[config.mk]
export PLATFORM = sky130hd
export DESIGN_NAME = alu_accumulator
export DESIGN_NICKNAME = d
export VERILOG_FILES = /design/src/rtl/alu_accumulator.sv
export SDC_FILE = /design/constraint.sdc
export NUM_CORES = 1
export LEC_CHECK = 0
export ABC_AREA = 1
export BUFFER_PORTS_ARGS = -buffer_cell sky130_fd_sc_hd__buf_4
export CAP_MARGIN = 5
export CORE_ASPECT_RATIO = 0.9
export CORE_MARGIN = 3
export CORE_UTILIZATION = 40
export DETAILED_ROUTE_END_ITERATION = 8
export PLACE_DENSITY = 0.66
export SYNTH_ARGS = -nofsm -noshare
export SYNTH_HDL_FRONTEND = slang
export SYNTH_SLANG_ARGS = --single-unit
[constraint.sdc]
create_clock -name Clock -period 2.1 [get_ports Clock]
set_input_delay 0.315 -clock Clock [delete_from_list [all_inputs] [get_ports Clock]]
set_output_delay 0.315 -clock Clock [all_outputs]
set_load 0.005 [all_outputs]
[src/rtl/alu_accumulator.sv]
// Accumulator ALU: single-cycle ops on ALU_reg_out, plus a W-step
// shift-add multiply that holds the accumulator until the product lands.
module alu_accumulator #(
    parameter int W = 4
) (
    input  logic             Clock,
    input  logic             Reset_b,
    input  logic             Start,
    input  logic [W-1:0]     Data,
    input  logic [2:0]       Function,
    output logic [2*W-1:0]   ALU_reg_out,
    output logic             Busy,
    output logic             Done
);

    localparam int OUT_W = 2 * W;
    localparam int CW    = (W > 2) ? $clog2(W) : 1;

    localparam logic [OUT_W-1:0] SHL_LIM  = OUT_W'(OUT_W);
    localparam logic [CW-1:0]    CNT_LAST = CW'(W - 1);
    localparam logic [CW-1:0]    CNT_ONE  = CW'(1);

    localparam logic [2:0] OP_ADD  = 3'b000;
    localparam logic [2:0] OP_MUL  = 3'b001;
    localparam logic [2:0] OP_SHL  = 3'b010;
    localparam logic [2:0] OP_HOLD = 3'b011;
    localparam logic [2:0] OP_SUB  = 3'b100;
    localparam logic [2:0] OP_AND  = 3'b101;
    localparam logic [2:0] OP_OR   = 3'b110;
    localparam logic [2:0] OP_CLR  = 3'b111;

    typedef enum logic {
        S_IDLE = 1'b0,
        S_MUL  = 1'b1
    } state_t;

    state_t             r_state;
    logic [OUT_W-1:0]   r_acc;
    logic               r_done;
    logic [W-1:0]       r_a;
    logic [OUT_W-1:0]   r_b;
    logic [OUT_W-1:0]   r_pp;
    logic [CW-1:0]      r_cnt;

    state_t             w_state_nxt;
    logic [OUT_W-1:0]   w_acc_nxt;
    logic               w_done_nxt;
    logic [W-1:0]       w_a_nxt;
    logic [OUT_W-1:0]   w_b_nxt;
    logic [OUT_W-1:0]   w_pp_nxt;
    logic [CW-1:0]      w_cnt_nxt;

    logic [OUT_W-1:0]   w_a;
    logic [OUT_W-1:0]   w_b;
    logic [OUT_W-1:0]   w_shl;
    logic [OUT_W-1:0]   w_alu;
    logic [OUT_W-1:0]   w_step;

    assign w_a = {{W{1'b0}}, Data};
    assign w_b = {{W{1'b0}}, r_acc[W-1:0]};

    // Shift amounts at or beyond the result width flush to zero
    assign w_shl = (w_a >= SHL_LIM) ? '0 : (w_b << w_a);

    always_comb begin
        w_alu = r_acc;
        unique case (Function)
            OP_ADD:  w_alu = w_a + w_b;
            OP_MUL:  w_alu = r_acc;
            OP_SHL:  w_alu = w_shl;
            OP_HOLD: w_alu = r_acc;
            OP_SUB:  w_alu = w_a - w_b;
            OP_AND:  w_alu = w_a & w_b;
            OP_OR:   w_alu = w_a | w_b;
            OP_CLR:  w_alu = '0;
            default: w_alu = r_acc;
        endcase
    end

    assign w_step = r_a[r_cnt] ? (r_pp + (r_b << r_cnt)) : r_pp;

    always_comb begin
        w_state_nxt = r_state;
        w_acc_nxt   = r_acc;
        w_done_nxt  = 1'b0;
        w_a_nxt     = r_a;
        w_b_nxt     = r_b;
        w_pp_nxt    = r_pp;
        w_cnt_nxt   = r_cnt;
        unique case (r_state)
            S_IDLE: begin
                if (Start) begin
                    if (Function == OP_MUL) begin
                        w_a_nxt     = Data;
                        w_b_nxt     = w_b;
                        w_pp_nxt    = '0;
                        w_cnt_nxt   = '0;
                        w_state_nxt = S_MUL;
                    end else begin
                        w_acc_nxt  = w_alu;
                        w_done_nxt = 1'b1;
                    end
                end
            end
            S_MUL: begin
                w_pp_nxt  = w_step;
                w_cnt_nxt = r_cnt + CNT_ONE;
                if (r_cnt == CNT_LAST) begin
                    w_acc_nxt   = w_step;
                    w_done_nxt  = 1'b1;
                    w_cnt_nxt   = '0;
                    w_state_nxt = S_IDLE;
                end
            end
            default: w_state_nxt = S_IDLE;
        endcase
    end

    always_ff @(posedge Clock or posedge Reset_b) begin
        if (Reset_b) begin
            r_state <= S_IDLE;
            r_acc   <= '0;
            r_done  <= 1'b0;
            r_a     <= '0;
            r_b     <= '0;
            r_pp    <= '0;
            r_cnt   <= '0;
        end else begin
            r_state <= w_state_nxt;
            r_acc   <= w_acc_nxt;
            r_done  <= w_done_nxt;
            r_a     <= w_a_nxt;
            r_b     <= w_b_nxt;
            r_pp    <= w_pp_nxt;
            r_cnt   <= w_cnt_nxt;
        end
    end

    assign ALU_reg_out = r_acc;
    assign Busy        = (r_state == S_MUL);
    assign Done        = r_done;

endmodule

Word-level counts from Yosys, hierarchy flattened --
Cells that the tools add are included.
Storage, ports and cells: register bits 28, input port bits 10, output and inout port bits 10, logic and storage cells 59
Operators by class: add/subtract/negate cells 4, $lt $le $gt $ge 2, equality and inequality tests 13, shifts and indexed selects 2, multiplexer cells 24, bitwise gates (word level) 3, reductions and logical operators 4
Operators with widths (count):
- $mux 8 | 7
- $pmux 8 s6 | 1
- $pmux 8 s2 | 2
- $eq 3x3->1 const B | 4
- $add 8x8->8 | 1
- $ne 2x2->1 const B | 4
- $shl 4x2->8 | 1
- $shl 4x4->8 | 1
- $mux 1 | 7
- $eq 3x2->1 const B | 2
- $mux 2 | 3
- $add 4x4->5 | 1
- $sub 4x4->5 | 1
- $and 4x4->4 | 1
- $ge 4x4->1 const B | 1
- $or 4x4->4 | 1
- $pmux 1 s2 | 2
- $pmux 2 s2 | 1
- $reduce_and 4->1 | 1
- $eq 3x1->1 const B | 1
- $logic_not 3->1 | 1
- $lt 2x3->1 const B | 1
- $reduce_and 3->1 | 1
- $add 2x1->2 const B | 1
- other kinds (5) | 5

Longest topological paths before layout --
Gate-level depths: netlist (run 1).
depth after elaboration 6, gate-level depth with buffers 15

Least setup slack after synthesis (run 1) --
Ideal clock, no wire load.
kind register -> register, start point reg r_cnt[0], end point reg r_acc[4] (netlist: ALU_reg_out[4]), setup time 117 ps, arrival 1766 ps, slack 217 ps, cell stages (with the launch flop) 12, buffers on the path 1, period minus slack after synthesis 1883 ps, cells stage by stage dfrtp_1 buf_6 o21ai_0 mux2i_1 ha_1 a21oi_1 a21o_1 nand3_1 nand2_1 nand2_1 nor2_1 nor2_1
Between the ends: longest elaborated chain between the ends 5, elaborated cells between the ends (all ways) 10, classes of those cells 1 x add/sub; 2 x eq/ne; 1 x shift; 5 x mux; 1 x reduce/logical
RTL lines:
- start: declaration | line 43 | logic [CW-1:0] r_cnt;
- start signal: assignment | line 135 | r_cnt <= w_cnt_nxt;
- $shl 4x2->8 / $bmux 1 s2 (equally long branches) | line 80 | assign w_step = r_a[r_cnt] ? (r_pp + (r_b << r_cnt)) : r_pp;
- $add 8x8->8 / $mux 1 (equally long branches) | line 80
- $mux 8 | line 80
- $mux 8 | line 108 | if (r_cnt == CNT_LAST) begin
- $pmux 8 s2 | line 90 | unique case (r_state)
- end signal: assignment | line 130 | r_acc <= w_acc_nxt;
- end: declaration | line 38 | logic [OUT_W-1:0] r_acc;
Several ways; a longest one is shown, not always the timed one. The select of a mux whose other input is x is not followed. A chain may end at the register's enable or synchronous reset.

Worst setup path in the final report (run 1) --
Same ends and word-level chain as after synthesis.

==> results by group, run 1 <==
Run status
  • Status: finished clean

CTS
  • Worst-path clk slew: 0.10 ns
  • Max clock buf depth: 2
  • CTS tree: done
  • H-tree depth: 1
  • Clock Tree Root: clkbuf_8
  • Worst skew pair latency: 0.28 ns
  • TritonCTS Buffers: 3
  • # clock sinks: 28
  • Cts hold-fix bufs: 0

Worst setup path
  • Worst r2r src: r_cnt[0]
  • Critical path type: reg -> reg
  • CP Data Arrival Time: 2.15 ns
  • Crit-path cells: buf_6 -> nand2_2 -> o21ai_2 -> mux2i_1 -> ha_2 -> a21oi_2 -> a21o_1 -> nand3_2 -> nand2_2 -> nand2_2 -> nor2_2 -> nor2_1
  • Most frequent CP cell: nand2_2
  • Startpoint Class: register
  • CP max stage delay: 0.46 ns
  • Worst Path Required: 2.28 ns
  • Crit-path max FO: 6
  • R2R depth: 12
  • RR Endpoint: ALU_reg_out[4]
  • Flop2flop setup slack: 0.13 ns
  • Crit-path slowest cell: dfrtp_2
  • Critical Path End Type: register

Final layout
  • Fin area: 0.00304 sq mm
  • Layout cells sized above 1: 24.9%
  • Layout Nets: 441
  • Area Overhead vs Synth: 18.0%
  • Most frequent cells in the layout: 98 x nand2_1, 47 x inv_1, 38 x buf_4, 27 x dfrtp_1, 25 x nor2_1
  • Post-Layout Cell Count: 493
  • N_diodes: 0
  • Most common cell after layout, fill and taps aside: nand2_1
  • Final core occ: 49.1%

Yosys
  • Net count after synthesis: 404
  • Post-Synthesis Cell Area: 0.00257 sq mm
  • #FFs+latches synth: 28
  • Syn Inst Count: 370
  • Yosys Warn Count: 0
  • Post-synthesis sequential area ratio: 27.2%
  • Syn_area_per_cell: 6.96 sq um
  • Distinct cell type count after synthesis: 32

Floorplan
  • DIE AREA: 0.00743 sq mm
  • CORE AREA: 0.00618 sq mm
  • Initial core utilization: 41.6%
  • Row count: 27
  • DIE WIDTH: 90.6 um
  • IO Count: 20
  • Die height: 82.1 um

Drt
  • # DRC: 0
  • DR WL/cell: 13.5 um
  • Post-Route WL: 6640 um
  • DRT iter0 DRCs: 153
  • Antenna viol nets, final: 0
  • Vias post-DR: 2458
  • Drt pass-1 iters: 6
  • DR vias/cell: 4.99

STA
  • Setup TNS: 0 ns
  • Min cycle time layout: 1.97 ns
  • Post-route setup slack: 0.126 ns
  • Relative slew slack: 75.0%
  • # setup viols final: 0
  • Final Max Slew Viols: 0
  • Tcrit/Tclk final: 94.0%
  • F_max: 507 MHz
  • Setup Skew: 0.00734 ns
  • Final hold vios: 0
  • Hold WS: 0.0979 ns
  • Worst Max-Slew Pin Slew: 0.375 ns

Placement
  • Dpl ws: 0.0265 ns
  • Placed cells: 486
  • IO buf count: 19
  • Hpwl dp: 5160 um
  • Post-Place Cell Area: 0.00289 sq mm
  • Routability congestion estimate: 0.887

Pwr
  • PD cells: 1460 mW/mm^2
  • VDD IR max: 0.726 mV
  • Final total power: 4.44 mW
  • Leakage: 1.61 nW

Global routing
  • Largest net degree at the start of global routing: 29
  • Gr ovfl total: 0
  • First-pass GRT wire length: 10800 um
  • Number of global-route vias before repair: 2245
  • GRT Util Overall: 17.9%
  • Initial antenna violation count: 0

Flow run
  • Max-cap viol count: 0

Hold path
  • Min-delay worst type: in -> async
kinds of logic after synthesis:
kind of cell | synth area share [%]
AO/OA/AOI/OAI | 12.6
flip-flops | 27.2
multiplexers | 0.389
buffers and inverters | 11.1
adder cells (fa/ha/maj) | 12.5
XOR/XNOR | 1.02
AND/OR/NAND/NOR | 35.1
synthesized netlist by cell type:
library cell | number | area share (%)
nand2_1 | 107 | 16
inv_1 | 48 | 7.0
dfrtp_1 | 28 | 27
nor2_1 | 27 | 3.9
o21ai_0 | 27 | 5.3
nand3_1 | 26 | 5.1
a21oi_1 | 22 | 4.3
ha_1 | 21 | 10
inv_2 | 7 | 1.0
nand3_2 | 7 | 2.7
o21ai_1 | 5 | 0.97
buf_4 | 4 | 1.2
nand2_2 | 4 | 0.97
nand2_4 | 4 | 1.7
nor2_4 | 4 | 1.7
fa_1 | 3 | 2.3
nand4_1 | 3 | 0.73
nor3_1 | 3 | 0.58
xor2_1 | 3 | 1.0
a31oi_1 | 2 | 0.49
buf_6 | 2 | 0.87
inv_4 | 2 | 0.49
o21ai_2 | 2 | 0.68
a21o_1 | 1 | 0.29
a21oi_2 | 1 | 0.34
buf_8 | 1 | 0.58
mux2i_1 | 1 | 0.39
nand3_4 | 1 | 0.68
nand3b_1 | 1 | 0.29
nor2_2 | 1 | 0.24
nor2_8 | 1 | 0.78
o21bai_1 | 1 | 0.29
critical path: cells and delay by family, from the launching register on:
family          cells  cell delay (ns)
mux                 1             0.14
fa+ha+maj           1             0.33
buf+inv             1             0.14
flops               1             0.46
compound gates      3             0.37
simple gates        6             0.42
power by group:
part           leakage, nW  switching, mW  internal (mW)
combinational         1.23           1.86           1.25
sequential           0.344          0.200          0.799
clock               0.0288          0.171          0.168
what timing repair did:
item,CTS,global route
buffers inserted,0,3
setup endpoints to repair,0,11
resized for setup,0,33
metal layers:
metal | vias to the layer above | global-route usage (%) | routed length, um
met4 | 0 | 1.99 | 25
met5 | - | 0 | 0
met2 | 53 | 30.1 | 3060
met3 | 4 | 2.81 | 410
li1 | 1255 | - | -
met1 | 1146 | 25.3 | 3140
flip-flops by register name (all words and copies together), names as in the netlist:
signal and cells:
r_b 4, r_cnt 2, Done 1, r_pp 8
ALU_reg_out 8, r_a 4, Busy 1
final cells by class:
class	count	area (sq um)
fill	657	3150
inverter	57	219
clock buffer	4	55.1
tap	87	109
sequential	28	702
multi-input combinational	278	1660
timing repair buffer	39	297
worst max-delay path by stage:
stage	slack, ns	endpoint	from
CTS	0.006	ALU_reg_out[4]	r_cnt[0]
global route	-0.04	ALU_reg_out[4]	r_cnt[0]
detailed placement	0.03	ALU_reg_out[4]	r_cnt[0]
finish	0.13	ALU_reg_out[4]	r_cnt[0]
floorplan	0.22	ALU_reg_out[4]	r_cnt[0]
global placement	0.07	ALU_reg_out[4]	r_cnt[0]
(Power assumes the default switching activity.)
==> run 2, diff against run 1 <==
--- a/config.mk
+++ b/config.mk
@@ -8,11 +8,13 @@
 export ABC_AREA = 1
 export BUFFER_PORTS_ARGS = -buffer_cell sky130_fd_sc_hd__buf_4
 export CAP_MARGIN = 5
+export CELL_PAD_IN_SITES_DETAIL_PLACEMENT = 1
+export CELL_PAD_IN_SITES_GLOBAL_PLACEMENT = 1
 export CORE_ASPECT_RATIO = 0.9
 export CORE_MARGIN = 3
 export CORE_UTILIZATION = 40
 export DETAILED_ROUTE_END_ITERATION = 8
-export PLACE_DENSITY = 0.66
+export PLACE_DENSITY = 0.86
 export SYNTH_ARGS = -nofsm -noshare
 export SYNTH_HDL_FRONTEND = slang
 export SYNTH_SLANG_ARGS = --single-unit
==> constraint.sdc (replaced) <==
create_clock -name Clock -period 1.8 [get_ports Clock]
set_input_delay 0.27 -clock Clock [delete_from_list [all_inputs] [get_ports Clock]]
set_output_delay 0.27 -clock Clock [all_outputs]
set_load 0.005 [all_outputs]
==> run 2 against run 1 <==
Largest power group unchanged. First-iteration DRC count decreased by 12%. Non-clock buffer count increased by 17. Critical path type unchanged. Cell area increased by 8.3%. Maximum frequency decreased by 8.1%. Critical endpoint unchanged. The run now ends with setup timing left. Critical path depth increased by 1. Total power increased by 44%. Utilization increased by 4.1 points. Global-route usage increased by 6.6 points.
==> results by group, run 2 (same netlist as run 1, synthesis figures left out) <==
Run status
  • Status: finished with violations
  • Violated checks: setup timing

CTS
  • # clock sinks: 28
  • Clock Tree Root: clkbuf_8
  • Worst skew pair latency: 0.29 ns
  • CTS tree: done
  • Worst-path clk slew: 0.10 ns
  • Max clock buf depth: 2
  • H-tree depth: 1
  • TritonCTS Buffers: 3

STA
  • Post-route setup slack: -0.348 ns
  • Setup Skew: 0.00300 ns
  • RSZ-0062 raised after global routing: true
  • F_max: 466 MHz
  • Min cycle time layout: 2.15 ns
  • Tcrit/Tclk final: 119%
  • Relative slew slack: 70.1%
  • Final Max Slew Viols: 0
  • Final hold vios: 0
  • # setup viols final: 14
  • Worst Max-Slew Pin Slew: 0.448 ns

Worst setup path
  • Startpoint Class: register
  • Flop2flop setup slack: -0.35 ns
  • CP Data Arrival Time: 2.37 ns
  • Critical path type: reg -> reg
  • Worst Path Required: 2.02 ns
  • Crit-path max FO: 5
  • Worst r2r src: r_cnt[0]
  • Critical Path End Type: register
  • R2R depth: 13
  • RR Endpoint: ALU_reg_out[4]

Floorplan
  • Die height: 82.1 um
  • DIE WIDTH: 90.6 um
  • IO Count: 20
  • DIE AREA: 0.00743 sq mm
  • Row count: 27
  • Initial core utilization: 41.6%
  • CORE AREA: 0.00618 sq mm

Drt
  • DRT iter0 DRCs: 134
  • Post-Route WL: 9210 um
  • Vias post-DR: 2693
  • DR vias/cell: 5.28
  • Antenna viol nets, final: 0
  • DR WL/cell: 18.1 um
  • # DRC: 0
  • Drt pass-1 iters: 4

Pwr
  • PD cells: 1950 mW/mm^2
  • Final total power: 6.40 mW
  • Leakage: 1.71 nW
  • VDD IR max: 0.780 mV

Placement
  • IO buf count: 19
  • Routability congestion estimate: 0.908
  • Post-Place Cell Area: 0.00301 sq mm
  • Hpwl dp: 6350 um

Final layout
  • Area Overhead vs Synth: 27.8%
  • Layout Nets: 458
  • Most frequent cells in the layout: 93 x nand2_1, 54 x buf_4, 45 x inv_1, 26 x dfrtp_1, 25 x nor2_1
  • FILL cells: 809
  • Fin area: 0.00329 sq mm
  • Most common cell after layout, fill and taps aside: nand2_1
  • N_diodes: 0
  • Layout cells sized above 1: 32.2%

Global routing
  • Gr ovfl total: 0
  • GRT Util Overall: 24.5%
  • Number of global-route vias before repair: 2872
  • Initial antenna violation count: 0
  • First-pass GRT wire length: 14400 um
  • Largest net degree at the start of global routing: 29

Flow run
  • Max-cap viol count: 0

Hold path
  • Min-delay worst type: in -> async
-- run 2: cell types whose count changed in the layout (fill, tap and decap cells not counted), sizes merged --
| cell | before | now |
|---|---|---|
| buf | 39 | 56 |
-- run 2: layout make-up --
cell class	count	area (sq um)	share of cell area [%]
Multi-Input combinational cell	278	1770	53.7
Sequential cell	28	703	21.4
Inverter	57	219	6.66
Timing Repair Buffer	56	437	13.3
Clock buffer	4	55.1	1.67
Tap cell	87	109	3.31
-- run 2: worst max-delay path by stage --
stage | startpoint | to | slack, ns
floorplan | r_cnt[0] | r_pp[5] | -0.004
global placement | r_cnt[0] | ALU_reg_out[3] | -0.26
detailed placement | r_cnt[0] | r_pp[5] | -0.35
CTS | r_cnt[0] | ALU_reg_out[7] | -0.21
global route | r_cnt[0] | ALU_reg_out[4] | -0.45
finish | r_cnt[0] | ALU_reg_out[4] | -0.35
-- run 2: worst max-delay path: stages (launching register included) --
cell and delay [ns]:
dfrtp_2 0.45, buf_6 0.15, o21ai_4 0.20, mux2i_1 0.11, ha_2 0.41, nand2_2 0.08
inv_2 0.08, nand2_2 0.05, a21o_1 0.16, nand3_1 0.06, nand2_1 0.08, nand2_1 0.07
nor2_1 0.05, nor2_1 0.12
-- run 2: through the flow --
step | TNS, ns | hold WS (ns) | util (%) | setup WS (ns) | cells
floorplan | -0.00431 | 0.335 | - | -0.00364 | 370
global placement | -1.71 | 0.371 | 48.7 | -0.255 | 500
detailed placement | -2.99 | 0.374 | 48.7 | -0.354 | 500
CTS | -1.85 | 0.0571 | 51.2 | -0.211 | 507
global route | -3.90 | 0.0906 | 53.2 | -0.449 | 510
finish | -2.72 | 0.0394 | 53.2 | -0.348 | 510
-- run 2: where the power goes --
part / switching, mW / internal [mW]
combinational: 2.78 / 1.99
clock: 0.222 / 0.197
sequential: 0.273 / 0.934
-- run 2: what timing repair did --
action | in CTS | in global routing
resized for setup | 23 | 26
endpoints found under the setup margin | 14 | 14
hold buffers | 0 | 0
setup buffers | 3 | 3
pin swaps | 12 | 17
-- run 2: layer usage --
layer	global-route usage, %	up-vias	share of wire (%)
met3	3.35	17	3.9
met5	0	-	0
met2	44.2	71	50
met4	4.43	0	2.1
li1	-	1278	-
met1	31.9	1327	44
==> run 3, diff against run 2 <==
--- a/config.mk
+++ b/config.mk
@@ -14,7 +14,7 @@
 export CORE_MARGIN = 3
 export CORE_UTILIZATION = 40
 export DETAILED_ROUTE_END_ITERATION = 8
-export PLACE_DENSITY = 0.86
+export PLACE_DENSITY = 0.83
 export SYNTH_ARGS = -nofsm -noshare
 export SYNTH_HDL_FRONTEND = slang
 export SYNTH_SLANG_ARGS = --single-unit
==> constraint.sdc (replaced) <==
create_clock -name Clock -period 2 [get_ports Clock]
set_input_delay 0.3 -clock Clock [delete_from_list [all_inputs] [get_ports Clock]]
set_output_delay 0.3 -clock Clock [all_outputs]
set_load 0.005 [all_outputs]
==> run 3 against run 2 <==
The run still ends with setup timing left. Routed wire length decreased by 12%. Final cell count decreased by 2.9%. Count of clock-buffer cells in the layout decreased by 1. Clock skew increased by 0.0026 ns. Total power decreased by 19%. Critical path depth unchanged. Sequential cell count unchanged. Sequential power decreased by 9%. Global-route usage decreased by 1.1 points.
==> results by group, run 3 (same netlist as run 1, synthesis figures left out) <==
Run status
  • Status: finished with violations
  • Violated checks: setup timing

Final layout
  • Layout cells sized above 1: 27.9%
  • Area Overhead vs Synth: 22.2%
  • Layout Nets: 443
  • N_diodes: 0
  • Fin area: 0.00314 sq mm
  • Multi-input gate area: 0.00173 sq mm
  • Most common cell after layout, fill and taps aside: nand2_1
  • Post-Layout Cell Count: 495
  • FILL cells: 813
  • Most frequent cells in the layout: 96 x nand2_1, 46 x inv_1, 40 x buf_4, 26 x dfrtp_1, 25 x nor2_1
  • Reg area: 703 sq um

Floorplan
  • DIE AREA: 0.00743 sq mm
  • CORE AREA: 0.00618 sq mm
  • DIE WIDTH: 90.6 um
  • Die height: 82.1 um
  • Initial core utilization: 41.6%
  • IO Count: 20
  • Row count: 27

Global routing
  • First-pass GRT wire length: 13700 um
  • Initial antenna violation count: 0
  • Gr ovfl total: 0
  • Largest net degree at the start of global routing: 29
  • Number of global-route vias before repair: 2764
  • GRT Util Overall: 23.4%

CTS
  • Worst-path clk slew: 0.10 ns
  • # clock sinks: 28
  • TritonCTS Buffers: 3
  • Clock Tree Root: clkbuf_8
  • Max clock buf depth: 2
  • CTS tree: done
  • Worst skew pair latency: 0.28 ns
  • H-tree depth: 1

Placement
  • Post-Place Cell Area: 0.00289 sq mm
  • IO buf count: 19
  • Routability congestion estimate: 0.930
  • Placed cells: 487
  • Hpwl dp: 6320 um

STA
  • RSZ-0062 raised after global routing: true
  • Setup TNS: -0.0127 ns
  • Post-route setup slack: -0.0127 ns
  • Setup Skew: 0.00563 ns
  • Relative slew slack: 74.7%
  • F_max: 497 MHz
  • Min cycle time layout: 2.01 ns
  • # setup viols final: 1
  • Worst Max-Slew Pin Slew: 0.379 ns
  • Tcrit/Tclk final: 101%
  • Final Max Slew Viols: 0
  • Final hold vios: 0

Worst setup path
  • Crit-path max FO: 6
  • Critical path type: reg -> reg
  • Worst Path Required: 2.16 ns
  • Critical Path End Type: register
  • Startpoint Class: register
  • CP Data Arrival Time: 2.18 ns

Pwr
  • Clock Power Share: 8.9%
  • Leakage: 1.63 nW
  • VDD IR max: 0.622 mV
  • Comb power frac: 69.9%
  • Sw frac: 50.4%
  • Internal power: 2.58 mW
  • Psw: 2.62 mW
  • PD cells: 1650 mW/mm^2
  • Sequential share of power: 21.2%

Drt
  • Post-Route WL: 8110 um
  • DR WL/cell: 16.4 um
  • DR vias/cell: 5.25
  • Antenna viol nets, final: 0
  • # DRC: 0
  • Drt pass-1 iters: 4
  • DRT iter0 DRCs: 179
  • Vias post-DR: 2597

Hold path
  • Min-delay worst type: in -> async

Flow run
  • Max-cap viol count: 0
-- run 3: cell types whose count changed in the layout (fill, tap and decap cells not counted), sizes merged --
cell and change:
clkbuf -1, buf -15, bufinv +1
-- run 3: cell type report --
type	count	area share [%]
multi-input cells	278	55.0
repair buffers	41	9.91
clock buffers	3	1.31
inverters	57	6.96
clock inverters	1	0.955
flip-flops and latches	28	22.4
well taps	87	3.46
-- run 3: final timing paths --
check / start / end / slack (ns) / depth (start not counted)
worst max-delay path: r_cnt[0] / r_pp[7] / -0.01 / 13
worst min-delay path: Reset_b / r_pp[5] / 0.07 / 3
worst max register to register: r_cnt[0] / r_pp[7] / -0.01 / 13
worst min register to register: ALU_reg_out[6] / ALU_reg_out[6] / 0.52 / 2
max in group asynchronous: Reset_b / r_cnt[1] / 1.62 / 3
min in group Clock: Start / Done / 0.29 / 3
-- run 3: per-stage QoR --
step / setup slack (ns) / utilization [%] / power, mW / hold slack [ns]
6_report: -0.0127 / 50.9 / 5.20 / 0.0729
2_1_floorplan: 0.117 / - / 3.10 / 0.365
4_1_cts: -0.00596 / 50.4 / 5.11 / 0.0891
5_1_grt: -0.176 / 50.9 / 5.71 / 0.0964
3_3_place_gp: -0.0120 / 46.8 / 3.99 / 0.396
3_5_place_dp: -0.0868 / 46.8 / 4.15 / 0.399
-- run 3: critical path, cell delays in order, from the launching register on --
cell	delay (ns)
dfrtp_2	0.47
buf_6	0.15
nand2_2	0.06
o21ai_2	0.06
nor2_1	0.20
ha_1	0.28
nand3_1	0.13
nand2_2	0.10
nand2_2	0.07
nand2_2	0.06
nand2_1	0.07
nand2_1	0.05
nand3_1	0.09
o21ai_0	0.09
-- run 3: per-layer routing --
metal  part of all wire (%)  up-vias  global-route usage [%]
li1                       -     1249                       -
met2                     49       53                    42.3
met3                    3.8       10                    3.26
met1                     46     1285                    30.2
met5                      0        -                       0
met4                   0.80        0                    4.59
-- run 3: repair_timing --
action	4_1_cts	5_1_grt
pin swaps	17	5
gates resized for setup	39	8
setup buffers	4	0
gates cloned	0	0
endpoints found under the setup margin	13	13
hold buffers	0	0
-- run 3: power by group through the flow --
| stage | Sequential [mW] | Combinational, mW | Clock [mW] |
|---|---|---|---|
| after floorplan | 1.03 | 2.07 | 0 |
| after global placement | 1.05 | 2.94 | 0 |
| after detailed placement | 1.07 | 3.08 | 0 |
| after CTS | 1.08 | 3.55 | 0.471 |
| after global routing | 1.13 | 4.08 | 0.502 |
| final | 1.10 | 3.64 | 0.463 |
